--- config.mk ---
export PLATFORM = sky130hd
export DESIGN_NAME = fmul_issue_ctrl
export DESIGN_NICKNAME = d
export VERILOG_FILES = /design/src/rtl/fpu_pkg.sv /design/src/rtl/fpu_res_fifo.sv /design/src/rtl/fmul_issue_ctrl.sv
export SDC_FILE = /design/constraint.sdc
export NUM_CORES = 1
export LEC_CHECK = 0
export ABC_AREA = 1
export BUFFER_PORTS_ARGS = -buffer_cell sky130_fd_sc_hd__buf_2
export CAP_MARGIN = 25
export CORE_MARGIN = 5
export CORE_UTILIZATION = 59
export CTS_BUF_LIST = sky130_fd_sc_hd__clkbuf_8
export DETAILED_ROUTE_END_ITERATION = 8
export PLACE_DENSITY = 0.95
export SETUP_SLACK_MARGIN = 0.02
export SLEW_MARGIN = 0
export SYNTH_ARGS = -nofsm -noshare
export SYNTH_HDL_FRONTEND = slang
export SYNTH_SLANG_ARGS = --single-unit
export TNS_END_PERCENT = 30
--- constraint.sdc ---
create_clock -name clk -period 5.4 [get_ports clk]
set_input_delay 0.27 -clock clk [delete_from_list [all_inputs] [get_ports clk]]
set_output_delay 0.27 -clock clk [all_outputs]
set_load 0.01 [all_outputs]
--- src/rtl/fpu_pkg.sv ---
// Shared floating-point definitions for the fmul issue/result path.
//   FP_W        : IEEE-754 single-precision word width
//   TAG_W_DEF   : default destination-register tag width
//   fmul_res_t  : packed result-FIFO entry {d, ovf, unf, tag} at the default tag width
//   RES_FIXED_W : entry width excluding the tag, used to size entries for other tag widths
package fpu_pkg;

  localparam int unsigned FP_W      = 32;
  localparam int unsigned TAG_W_DEF = 5;

  typedef struct packed {
    logic [FP_W-1:0]      d;
    logic                 ovf;
    logic                 unf;
    logic [TAG_W_DEF-1:0] tag;
  } fmul_res_t;

  localparam int unsigned RES_FIXED_W = $bits(fmul_res_t) - TAG_W_DEF;

endpackage

--- src/rtl/fpu_res_fifo.sv ---
// Result FIFO for the fmul issue controller.
// Ports:
//   clk, rstn       : clock, asynchronous active-low reset (pointers/count only)
//   push, push_data : write one entry; caller guarantees the FIFO is never full on push
//   pop             : read request, ignored while empty
//   head            : entry at the read pointer
//   count           : occupancy, 0..DEPTH
module fpu_res_fifo #(
  parameter int unsigned DEPTH = 4,
  parameter int unsigned W     = 39,
  localparam int unsigned CNT_W = $clog2(DEPTH + 1)
) (
  input  logic             clk,
  input  logic             rstn,
  input  logic             push,
  input  logic [W-1:0]     push_data,
  input  logic             pop,
  output logic [W-1:0]     head,
  output logic [CNT_W-1:0] count
);

  localparam int unsigned PTR_W = (DEPTH > 1) ? $clog2(DEPTH) : 1;

  logic [W-1:0]     mem [DEPTH];
  logic [PTR_W-1:0] wr_ptr;
  logic [PTR_W-1:0] rd_ptr;
  logic             pop_en;

  // Pointer advance with wrap at DEPTH (DEPTH need not be a power of two)
  function automatic logic [PTR_W-1:0] ptr_inc(input logic [PTR_W-1:0] p);
    return (p == PTR_W'(DEPTH - 1)) ? '0 : p + PTR_W'(1);
  endfunction

  assign pop_en = pop && (count != '0);

  // Pointers and occupancy
  always_ff @(posedge clk or negedge rstn) begin
    if (!rstn) begin
      wr_ptr <= '0;
      rd_ptr <= '0;
      count  <= '0;
    end else begin
      if (push)   wr_ptr <= ptr_inc(wr_ptr);
      if (pop_en) rd_ptr <= ptr_inc(rd_ptr);
      if (push && !pop_en)      count <= count + CNT_W'(1);
      else if (!push && pop_en) count <= count - CNT_W'(1);
    end
  end

  // Storage needs no reset: nothing is read before it is written
  always_ff @(posedge clk) begin
    if (push) mem[wr_ptr] <= push_data;
  end

  assign head = mem[rd_ptr];

endmodule

--- src/rtl/fmul_issue_ctrl.sv ---
// Issue/credit controller in front of a fixed-latency fmul pipeline.
// Requests are forwarded to the fmul combinationally; a valid/tag shift
// register tracks them for LAT cycles and the result is captured into a
// result FIFO. in_ready only grants a request when a FIFO slot is
// guaranteed for it, so the fmul output never has to stall.
// Ports:
//   clk, rstn                  : clock, asynchronous active-low reset
//   in_valid/in_ready          : request handshake; in_s, in_t operands, in_tag destination tag
//   fm_s, fm_t                 : operands to the fmul pipeline
//   fm_d, fm_ovf, fm_unf       : fmul result and flags, valid LAT cycles after fm_s/fm_t
//   out_valid/out_ready        : result handshake; out_d, out_tag, out_exc = {ovf, unf}
// Optional (macro FMUL_ISSUE_STICKY_EXC_EN):
//   exc_clr                    : clear sticky exception flags (wins over a same-cycle set)
//   exc_sticky                 : OR of out_exc over all popped results
module fmul_issue_ctrl
  import fpu_pkg::*;
#(
  parameter int unsigned TAG_W = TAG_W_DEF,
  parameter int unsigned LAT   = 1,
  parameter int unsigned DEPTH = 4
) (
  input  logic             clk,
  input  logic             rstn,
  input  logic             in_valid,
  output logic             in_ready,
  input  logic [FP_W-1:0]  in_s,
  input  logic [FP_W-1:0]  in_t,
  input  logic [TAG_W-1:0] in_tag,
  output logic [FP_W-1:0]  fm_s,
  output logic [FP_W-1:0]  fm_t,
  input  logic [FP_W-1:0]  fm_d,
  input  logic             fm_ovf,
  input  logic             fm_unf,
  output logic             out_valid,
  input  logic             out_ready,
  output logic [FP_W-1:0]  out_d,
  output logic [TAG_W-1:0] out_tag,
  output logic [1:0]       out_exc
`ifdef FMUL_ISSUE_STICKY_EXC_EN
  ,
  input  logic             exc_clr,
  output logic [1:0]       exc_sticky
`endif
);

  localparam int unsigned ENT_W = RES_FIXED_W + TAG_W;
  localparam int unsigned CNT_W = $clog2(DEPTH + 1);
  // fifo_count + in-flight count can reach DEPTH + LAT < 2*DEPTH
  localparam int unsigned SUM_W = CNT_W + 1;

  logic             accept;
  logic             pop;
  logic [LAT-1:0]   vld_sr;
  logic [TAG_W-1:0] tag_sr [LAT];
  logic [CNT_W-1:0] fifo_count;
  logic [SUM_W-1:0] committed;
  logic [ENT_W-1:0] push_data;
  logic [ENT_W-1:0] head;

  assign fm_s   = in_s;
  assign fm_t   = in_t;
  assign accept = in_valid && in_ready;

  // Buffered plus in-flight results; each in-flight one already owns a slot
  always_comb begin
    committed = SUM_W'(fifo_count);
    for (int i = 0; i < int'(LAT); i++) begin
      committed = committed + SUM_W'(vld_sr[i]);
    end
  end

  assign in_ready = (committed < SUM_W'(DEPTH));

  // Valid tracking through the fmul pipeline
  always_ff @(posedge clk or negedge rstn) begin
    if (!rstn) vld_sr <= '0;
    else       vld_sr <= (vld_sr << 1) | LAT'(accept);
  end

  // Tags ride alongside; qualified by vld_sr so no reset is needed
  always_ff @(posedge clk) begin
    tag_sr[0] <= in_tag;
    for (int i = 1; i < int'(LAT); i++) begin
      tag_sr[i] <= tag_sr[i-1];
    end
  end

  assign push_data = {fm_d, fm_ovf, fm_unf, tag_sr[LAT-1]};
  assign pop       = out_valid && out_ready;

  fpu_res_fifo #(
    .DEPTH (DEPTH),
    .W     (ENT_W)
  ) u_fifo (
    .clk       (clk),
    .rstn      (rstn),
    .push      (vld_sr[LAT-1]),
    .push_data (push_data),
    .pop       (pop),
    .head      (head),
    .count     (fifo_count)
  );

  assign out_valid = (fifo_count != '0);

  // Head is masked while empty so the outputs read zero out of reset
  assign {out_d, out_exc, out_tag} = out_valid ? head : ENT_W'(0);

`ifdef FMUL_ISSUE_STICKY_EXC_EN
  // Sticky exception accumulation over consumed results
  always_ff @(posedge clk or negedge rstn) begin
    if (!rstn)        exc_sticky <= '0;
    else if (exc_clr) exc_sticky <= '0;
    else if (pop)     exc_sticky <= exc_sticky | out_exc;
  end
`endif

endmodule

==> results of run 1 <==
[synthesized netlist by cell type]
cell and number:
nand3_2 1, buf_4 69, xnor2_1 1, ha_1 6, dfxtp_1 5, nor2_1 1
buf_6 3, or2_1 1, o21ai_0 5, buf_2 12, a21oi_2 10, nand3_1 80
a21oi_1 30, nand4_1 1, nand2_1 171, dfrtp_1 8, clkbuf_1 11, fa_1 1
inv_1 171, inv_2 2, edfxtp_1 156
[worst max path at each step]
| stage | depth (start not counted) | slack [ns] | startpoint | end |
|---|---|---|---|---|
| 4_1_cts | 6 | 2.76 | u_fifo.rd_ptr[0] | out_d[6] |
| 3_5_place_dp | 6 | 3.26 | u_fifo.rd_ptr[0] | out_d[6] |
| 5_1_grt | 6 | 2.62 | u_fifo.rd_ptr[0] | out_d[9] |
| 2_1_floorplan | 4 | 3.57 | u_fifo.wr_ptr[0] | u_fifo.mem[2][0] |
| 6_report | 6 | 2.77 | u_fifo.rd_ptr[0] | out_d[6] |
| 3_3_place_gp | 6 | 3.36 | u_fifo.rd_ptr[0] | out_d[12] |
[cell families (layout without fill, tap and decap cells)]
kind of cell | Yosys count | after routing | share of synthesized area (%)
AO/OA/AOI/OAI | 45 | 45 | 3.40
buffers and inverters | 268 | 299 | 16.9
XOR/XNOR | 1 | 1 | 0.113
adder cells (fa/ha/maj) | 7 | 7 | 1.23
AND/OR/NAND/NOR | 255 | 255 | 13.8
flip-flops | 169 | 169 | 64.5
[layout by cell type, fill, tap and decap left out]
cell,instances
clkinvlp_4,5
a21oi_1,30
dfrtp_1,7
dlygate4sd3_1,6
nor2_1,1
xnor2_1,1
inv_6,2
buf_4,4
nand4_1,1
fa_1,1
dfrtp_2,1
buf_2,83
nand3_2,1
a21oi_2,10
o21ai_0,5
clkinv_1,1
or2_1,1
nand2_1,171
clkbuf_8,17
bufinv_16,2
nand3_1,80
clkinv_2,1
inv_1,171
ha_1,6
buf_16,1
inv_2,6
edfxtp_1,156
dfxtp_1,5
[cell type report]
cell class,instances,area (um2)
clock inverters,15,139
inverters,173,649
multi-input cells,308,1440
repair buffers,94,533
fillers,943,4530
well taps,172,215
flip-flops and latches,169,4990
clock buffers,17,234
[where the power goes]
part           internal (W)  switching, W  total, W
clock              0.000404      0.000438  0.000842
combinational      0.000525       0.00109   0.00161
sequential          0.00167     0.0000696   0.00174
[tightest hold or removal path, cell delays in order]
cell and delay, ns:
buf_2 0.09, inv_1 0.04, nor2_1 0.04
[state kept, by name, indices dropped and copies added (netlist names)]
signal         cells
u_fifo.count       3
u_fifo.mem       156
u_fifo.wr_ptr      2
vld_sr             1
tag_sr             5
u_fifo.rd_ptr      2
[metal layers]
metal,vias to the layer above,global-route usage [%]
li1,2305,-
met5,-,0
met2,277,36.7
met3,53,6.52
met4,2,9.86
met1,2277,21.6
[timing repair]
item | CTS | global route
hold buffers | 6 | 0
hold endpoints to repair | 13 | 0
setup endpoints to repair | 0 | 0
[metrics by stage]
step	std cells	setup WS, ns	util (%)	cell area, um2	total power (W)
final	948	2.77	64.4	8190	0.00419
after floorplan	745	3.57	-	7720	0.00290
after detailed placement	909	3.26	60.8	7730	0.00336
after global placement	909	3.36	60.8	7730	0.00330
after CTS	947	2.76	64.2	8160	0.00419
after global routing	948	2.62	64.4	8190	0.00446
==> impl_metrics.csv, run 1 <==
group,metric,value,unit
sta,worst_pin_slew,1.02,ns
worst_setup_path,crit_type,"flip-flop to output pin",
worst_setup_path,cp-end-kind,"output pin",
drt,dr.pass1.iters,5,
hold_path,hp-class,"input pin to flip-flop",
drt,drc,0,
synthesis,synth-seq-cells,169,
die,ios,212,
die,start_util,60.7,%
global_route,grt_use_total,20.4,%
drt,drt_wl_total,16100,um
worst_setup_path,r2r-end,"u_fifo.mem[2][31]",
drt,vias_per_cell,5.18,
global_route,grt_pass1_wl,24600,um
sta,fin_tns_setup,0,ns
synthesis,yosys_warnings,0,
drt,top_layer,"met5",
sta,slew-limit-headroom,32.2,%
synthesis,yosysSeqAreaShare,64.5,%
worst_setup_path,worstPathCellList,"inv_2, buf_4, nand2_1, nand3_1, a21oi_1, buf_2",
worst_setup_path,critPathMaxStageDelay,0.51,ns
worst_setup_path,ff2ff_path_depth,4,
global_route,grt_max_degree,82,
pwr,irDropWorstVdd,420,uV
cts,cts_resized,0,
global_route,grt.overflow.total,0,
synthesis,synthCells,745,
cts,cts_tree,"done",
worst_setup_path,worstPathMaxFanout,40,
synthesis,synth_fp_nets,859,
placed_design,globalplace.congestion,0.728,
worst_setup_path,crit_required,5.13,ns
synthesis,synth_area_leaders,"edfxtp_1 61%, inv_1 8.3%, nand2_1 8.3%",
sta,max_freq,0.381,GHz
worst_setup_path,cp_data_arrival_time,2.36,ns
sta,rsz0062_at_grt,"false",
worst_setup_path,worst-r2r-setup-slack,3.53,ns
sta,fin_crit_sh,48.7,%
sta,setup_violations,0,
global_route,first_global_vias,4944,
placed_design,port_buffers,83,
pwr,power.leakage,3.74,nW
synthesis,yosys.area.top_type,"edfxtp_1",
drt,num_vias,4914,
drt,drt_iter0_markers,460,
die,coreArea,0.0127,mm2
cts,insertion_delay,0.44,ns
sta,slew_viol_final,0,
synthesis,netlist-cell-type-count,21,
global_route,antenna_found_initial,1,
cts,numCtsBuffers,17,
drt,drt-met1-wl,5550,um
cts,cts.sinks,169,
drt,dr_wl_met2,8470,um
drt,dr_wl_met3,1550,um
cts,clockBufferDepth,2,
hold_path,whs_endpoint,"vld_sr",
cts,root_buffer,"clkbuf_8",
outcome,status,"complete, no violations",
pwr,powerDensity,512,mW/mm2
sta,min_period,2.63,ns
die,die_x,124,um
sta,hold_violations,0,
synthesis,syn_avg_cell_area,10.4,um2
drt,ant_nets,0,
worst_setup_path,cp_slowest_cell,"inv_2",
layout,syn2layout_area_growth,6.08,%
sta,fin_worst_skew,0.00946,ns
flow_run,maxCapViolCount,0,
drt,wl_per_cell,17.0,um
cts,htreeDepth,4,
hold_path,hold_depth,3,
worst_setup_path,crit_buf_inv,3,
die,rows,41,
sta,fin_worst_hold_slack,0.0385,ns
worst_setup_path,startpoint_type,"flip-flop",
placed_design,dp_hpwl,9780,um
worst_setup_path,crit_family,"buffers and inverters",
layout,nets,877,
layout,antenna_cells,0,
synthesis,synth_area,0.00772,mm2
synthesis,synth_top_area_share,60.7,%
die,die_y,124,um
layout,drive_above_1_share,17.1,%
die,dieArea,0.0155,mm2
cts,clkTransAtPathRegs,0.08,ns
worst_setup_path,reg2reg_from,"u_fifo.wr_ptr[0]",
hold_path,hp-start,"in_valid",
cts,post-cts-setup-buffers,0,
Note: power is estimated with default switching activity, not from simulation.
==> run 2: changes to the inputs <==
--- a/config.mk
+++ b/config.mk
@@ -5,14 +5,14 @@
 export SDC_FILE = /design/constraint.sdc
 export NUM_CORES = 1
 export LEC_CHECK = 0
-export ABC_AREA = 1
+export ABC_AREA = 0
 export BUFFER_PORTS_ARGS = -buffer_cell sky130_fd_sc_hd__buf_2
 export CAP_MARGIN = 25
 export CORE_MARGIN = 5
-export CORE_UTILIZATION = 59
+export CORE_UTILIZATION = 48
 export CTS_BUF_LIST = sky130_fd_sc_hd__clkbuf_8
 export DETAILED_ROUTE_END_ITERATION = 8
-export PLACE_DENSITY = 0.95
+export PLACE_DENSITY = 0.88
 export SETUP_SLACK_MARGIN = 0.02
 export SLEW_MARGIN = 0
 export SYNTH_ARGS = -nofsm -noshare
==> constraint.sdc (replaced) <==
create_clock -name clk -period 2.2 [get_ports clk]
set_input_delay 0.11 -clock clk [delete_from_list [all_inputs] [get_ports clk]]
set_output_delay 0.11 -clock clk [all_outputs]
set_load 0.01 [all_outputs]
==> impl_metrics.csv, run 2 <==
group,metric,value,unit
die,start_util,48.4,%
worst_setup_path,cp-endpoint,"out_exc[0]",
cts,cts.sinks,169,
placed_design,port_buffers,83,
layout,layout_common_cells,"156 x edfxtp_1, 80 x buf_2, 41 x dlygate4sd3_1",
sta,max_freq,0.473,GHz
synthesis,yosysSeqAreaShare,71.6,%
placed_design,dp_worst_setup_slack,0.124,ns
synthesis,synth_fp_nets,469,
pwr,p_total,0.0103,W
drt,wl_per_cell,22.5,um
worst_setup_path,reg2reg_from,"u_fifo.count[1]",
cts,numCtsBuffers,17,
layout,fin_util,57.2,%
layout,fin_area,0.00821,mm2
drt,drt_iter0_markers,290,
cts,cts_tree,"done",
placed_design,dp_hpwl,9090,um
die,dieArea,0.0170,mm2
sta,min_period,2.11,ns
die,rows,44,
synthesis,synthCells,355,
layout,top_regs,"u_fifo.mem: 156 flops, tag_sr: 5 flops, u_fifo.count: 3 flops",
synthesis,yosys_warnings,0,
drt,ant_nets,0,
synthesis,synth_area,0.00696,mm2
layout,syn2layout_area_growth,18.0,%
cts,htreeDepth,4,
worst_setup_path,crit_required,2.09,ns
worst_setup_path,cp-end-kind,"output pin",
die,ios,212,
sta,rsz0062_at_grt,"true",
worst_setup_path,worst-r2r-setup-slack,0.14,ns
global_route,grt_max_degree,41,
layout,antenna_cells,0,
synthesis,synth_common_cells,"156 x edfxtp_1, 64 x buf_4, 44 x and2_1",
layout,drive_above_1_share,41.2,%
layout,largest_reg_flops,156,
worst_setup_path,crit_buf_inv,3,
global_route,grt_use_total,17.4,%
die,die_x,130,um
die,die_y,130,um
sta,fin_worst_skew,0.0128,ns
worst_setup_path,crit_start,"u_fifo.rd_ptr[0]",
drt,drt_wl_total,14400,um
worst_setup_path,startpoint_type,"flip-flop",
flow_run,maxCapViolCount,0,
die,coreArea,0.0144,mm2
global_route,grt.overflow.total,0,
drt,drc,0,
synthesis,netlist-cell-type-count,23,
cts,insertion_delay,0.45,ns
worst_setup_path,crit_type,"flip-flop to output pin",
sta,slew_viol_final,0,
cts,clkTransAtPathRegs,0.08,ns
outcome,status,"complete, no violations",
synthesis,synth_area_leaders,"edfxtp_1 67%, mux4_2 12%, buf_4 6.9%",
worst_setup_path,crit_cells,5,
worst_setup_path,worstPathMaxFanout,5,
layout,final_common_cell,"edfxtp_1",
sta,worst_pin_slew,0.477,ns
synthesis,yosys.area.top_type,"edfxtp_1",
sta,hold_violations,0,
cts,root_buffer,"clkbuf_8",
pwr,powerDensity,1260,mW/mm2
drt,vias_per_cell,5.21,
hold_path,hp-start,"out_ready",
sta,slew-limit-headroom,68.2,%
synthesis,async_reset_ff_share,4.73,%
worst_setup_path,crit_family,"flip-flops",
synthesis,synth-seq-cells,169,
sta,fin_crit_sh,96.1,%
synthesis,yosysMostFrequentCell,"edfxtp_1",
pwr,power.leakage,2.91,nW
synthesis,synth_top_area_share,67.3,%
placed_design,globalplace.congestion,0.697,
sta,setup_ws,0.0863,ns
worst_setup_path,cp_slowest_cell,"dfrtp_4",
synthesis,synth_flop_cell,"edfxtp_1",
placed_design,place_area,0.00724,mm2
cts,clockBufferDepth,2,
worst_setup_path,cp_data_arrival_time,2.00,ns
synthesis,synth_edf_count,156,
worst_setup_path,worstPathCellList,"buf_12, clkbuf_16, mux4_2, and2_1, buf_2",
drt,num_vias,3334,
worst_setup_path,critPathMaxStageDelay,0.48,ns
sta,setup_violations,0,
worst_setup_path,r2r-end,"u_fifo.count[2]",
global_route,grt_pass1_wl,21400,um
global_route,first_global_vias,3657,
layout,top_register,"u_fifo.mem",
worst_setup_path,ff2ff_path_depth,8,
global_route,antenna_found_initial,1,
pwr,irDropWorstVdd,592,uV
layout,nets,557,
synthesis,syn_avg_cell_area,19.6,um2
hold_path,hp-class,"input pin to flip-flop",
drt,dr.pass1.iters,4,
[run 2: changes by cell type after synthesis, sizes merged, moves of 3 or more]
cell and change:
inv -169, nand2 -169, nand3 -80, and2 +44, a21oi -40, mux4 +39, buf -12, clkbuf -6
mux2 +3, o21ai -3
[run 2: cells by family after synthesis]
kind of cell	Yosys count	share of synthesized area, %
flip-flops	169	71.6
AO/OA/AOI/OAI	3	0.234
XOR/XNOR	3	0.378
AND/OR/NAND/NOR	50	4.33
buffers and inverters	81	8.92
adder cells (fa/ha/maj)	7	1.37
multiplexers	42	13.2
[run 2: metrics by stage]
step	instances	hold WS [ns]	setup TNS [ns]
after global placement	562	-0.0446	0
after global routing	640	0.0187	-0.00514
after detailed placement	562	-0.0313	0
after CTS	638	0.0223	0
after floorplan	355	-0.186	0
final	640	0.0442	0
[run 2: worst min path at each step]
| stage | to | slack [ns] | cells past startpoint |
|---|---|---|---|
| detailed placement | u_fifo.count[1] | -0.03 | 1 |
| global placement | vld_sr | -0.04 | 1 |
| finish | u_fifo.rd_ptr[1] | 0.04 | 3 |
| CTS | vld_sr | 0.02 | 2 |
| floorplan | u_fifo.count[0] | -0.19 | 0 |
| global route | u_fifo.rd_ptr[1] | 0.02 | 3 |
[run 2: where the power goes]
part	internal [W]	total (W)	switching [W]
sequential	0.00403	0.00426	0.000233
clock	0.00129	0.00237	0.00108
combinational	0.00202	0.00372	0.00170
[run 2: area by class of cell]
type | instances | area [um2]
fillers | 1020 | 6150
flip-flops and latches | 169 | 4990
multi-input cells | 105 | 1380
repair buffers | 146 | 1160
clock buffers | 19 | 262
well taps | 184 | 230
clock inverters | 13 | 175
inverters | 4 | 15.0
[run 2: worst min-delay path: stages]
cell	delay, ns
buf_2	0.11
nand2_2	0.08
mux2_2	0.15
[run 2: metal layers]
metal | GRT usage [%] | up-vias | wire length, um | part of all wire, %
li1 | - | 1465 | - | -
met1 | 20.1 | 1694 | 5250 | 37
met3 | 5.20 | 50 | 929 | 6.5
met2 | 29.4 | 123 | 7600 | 53
met5 | 0 | - | 7 | 0.049
met4 | 9.32 | 2 | 581 | 4.0
[run 2: repair_timing]
item / 4_1_cts / 5_1_grt
setup endpoints to repair: 31 / 29
hold endpoints to repair: 150 / 0
pin swaps: 0 / 1
setup buffers: 3 / 1
hold buffers: 41 / 0
gates cloned: 0 / 1
gates resized for setup: 1 / 16
==> run 3: changes to the inputs <==
--- a/config.mk
+++ b/config.mk
@@ -12,7 +12,9 @@
 export CORE_UTILIZATION = 48
 export CTS_BUF_LIST = sky130_fd_sc_hd__clkbuf_8
 export DETAILED_ROUTE_END_ITERATION = 8
+export GPL_TIMING_DRIVEN = 0
 export PLACE_DENSITY = 0.88
+export REMOVE_ABC_BUFFERS = 1
 export SETUP_SLACK_MARGIN = 0.02
 export SLEW_MARGIN = 0
 export SYNTH_ARGS = -nofsm -noshare
==> impl_metrics.csv, run 3 (synthesized netlist as in run 2, its figures left out) <==
group,metric,value,unit
worst_setup_path,crit_buf_inv,2,
cts,clockBufferDepth,2,
worst_setup_path,worstPathMaxFanout,11,
worst_setup_path,critPathMaxStageDelay,0.53,ns
sta,slew-limit-headroom,64.1,%
sta,max_freq,0.477,GHz
drt,dr_wl_met3,2610,um
drt,drt-met1-wl,6810,um
cts,htreeDepth,4,
die,start_util,48.4,%
layout,seqCellArea,0.00499,mm2
worst_setup_path,crit_required,2.09,ns
layout,fin_util,56.9,%
cts,clkTransAtPathRegs,0.09,ns
sta,worst_pin_slew,0.539,ns
die,ios,212,
layout,antenna_cells,0,
worst_setup_path,cp_data_arrival_time,1.99,ns
drt,vias_per_cell,5.50,
sta,fin_crit_sh,95.3,%
sta,hold_violations,0,
layout,fillers,1037,
outcome,status,"complete, no violations",
cts,cts_tree,"done",
cts,root_buffer,"clkbuf_8",
layout,drive_above_1_share,43.8,%
layout,nets,551,
layout,syn2layout_area_growth,17.4,%
pwr,irDropWorstVdd,726,uV
sta,fin_worst_skew,0.0101,ns
die,die_x,130,um
cts,cts.sinks,169,
hold_path,hp-class,"input pin to output pin",
placed_design,port_buffers,83,
layout,top_regs,"u_fifo.mem: 156 flops, tag_sr: 5 flops, u_fifo.count: 3 flops",
placed_design,globalplace.congestion,0.712,
die,coreArea,0.0144,mm2
cts,insertion_delay,0.46,ns
drt,wl_per_cell,27.8,um
worst_setup_path,startpoint_type,"flip-flop",
sta,slew_viol_final,0,
sta,fin_tns_setup,0,ns
global_route,first_global_vias,3695,
die,rows,44,
worst_setup_path,crit_family,"multiplexers",
flow_run,maxCapViolCount,0,
cts,numCtsBuffers,17,
drt,top_layer,"met5",
placed_design,dp_hpwl,11200,um
pwr,p_total,0.0104,W
global_route,grt_use_total,21.0,%
worst_setup_path,crit_type,"flip-flop to output pin",
pwr,powerDensity,1270,mW/mm2
drt,drt_wl_total,17600,um
sta,min_period,2.10,ns
drt,ant_nets,0,
worst_setup_path,cp_slowest_cell,"mux4_2",
layout,final_common_cell,"edfxtp_1",
placed_design,place_area,0.00714,mm2
layout,multi_input_area,0.00141,mm2
global_route,antenna_found_initial,0,
layout,fin_area,0.00817,mm2
global_route,grt_pass1_wl,24500,um
drt,drt_iter0_markers,261,
global_route,grt.overflow.total,0,
sta,fin_worst_hold_slack,0.220,ns
drt,drc,0,
layout,top_register,"u_fifo.mem",
sta,rsz0062_at_grt,"true",
pwr,power.leakage,2.89,nW
drt,num_vias,3486,
worst_setup_path,worstPathCellList,"buf_16, mux4_2, and2_4, buf_4",
layout,layout_common_cells,"156 x edfxtp_1, 77 x buf_2, 43 x dlygate4sd3_1",
sta,setup_violations,0,
drt,dr.pass1.iters,4,
die,die_y,130,um
layout,largest_reg_flops,156,
global_route,grt_max_degree,28,
worst_setup_path,cp-end-kind,"output pin",
drt,dr_wl_met2,7870,um
die,dieArea,0.0170,mm2
[run 3: cell count changes in the layout (fill, tap and decap cells not counted), moves of 3 or more]
cell and change:
inv_6 +3, buf_2 -3, and2_4 +15, and2_1 -15
[run 3: area by class of cell]
type                    instances  share of cell area, %
inverters                       4                  0.184
multi-input cells             105                   17.2
clock inverters                15                   2.02
clock buffers                  17                   2.86
well taps                     184                   2.82
repair buffers                140                   13.8
flip-flops and latches        169                   61.1
[run 3: final timing paths]
kind,startpoint,end,slack (ns),cells past startpoint
worst max-delay path,u_fifo.rd_ptr[0],out_d[9],0.10,4
worst min-delay path,in_s[13],fm_s[13],0.22,0
worst max register to register,u_fifo.count[1],u_fifo.count[2],0.13,8
worst min register to register,tag_sr[0][3],u_fifo.mem[3][3],0.48,0
max in group asynchronous,rstn,u_fifo.rd_ptr[0],1.26,3
min in group asynchronous,rstn,u_fifo.rd_ptr[1],0.64,3
[run 3: per-layer routing]
metal / vias up / GRT usage, %
met1: 1783 / 25.6
met2: 223 / 29.2
met5: - / 10.9
met3: 20 / 14.6
li1: 1454 / -
met4: 6 / 6.11
[run 3: metrics by stage]
stage,std cells,setup WS (ns)
detailed placement,551,-0.330
CTS,630,0.0503
floorplan,278,-0.450
global route,634,-0.00835
global placement,545,-1.19
finish,634,0.103
[run 3: repair_timing]
item                                    4_1_cts  5_1_grt
hold endpoints to repair                    150        1
buffers inserted                              5        2
hold buffers                                 42        1
gates resized for setup                       2       26
endpoints found under the setup margin       42       18
cloned                                        0        1
pin swaps                                     1        5
[run 3: power by group]
part           total (W)  internal, W  switching [W]
Sequential       0.00427      0.00403       0.000246
Clock            0.00219      0.00103        0.00117
Combinational    0.00389      0.00213        0.00175
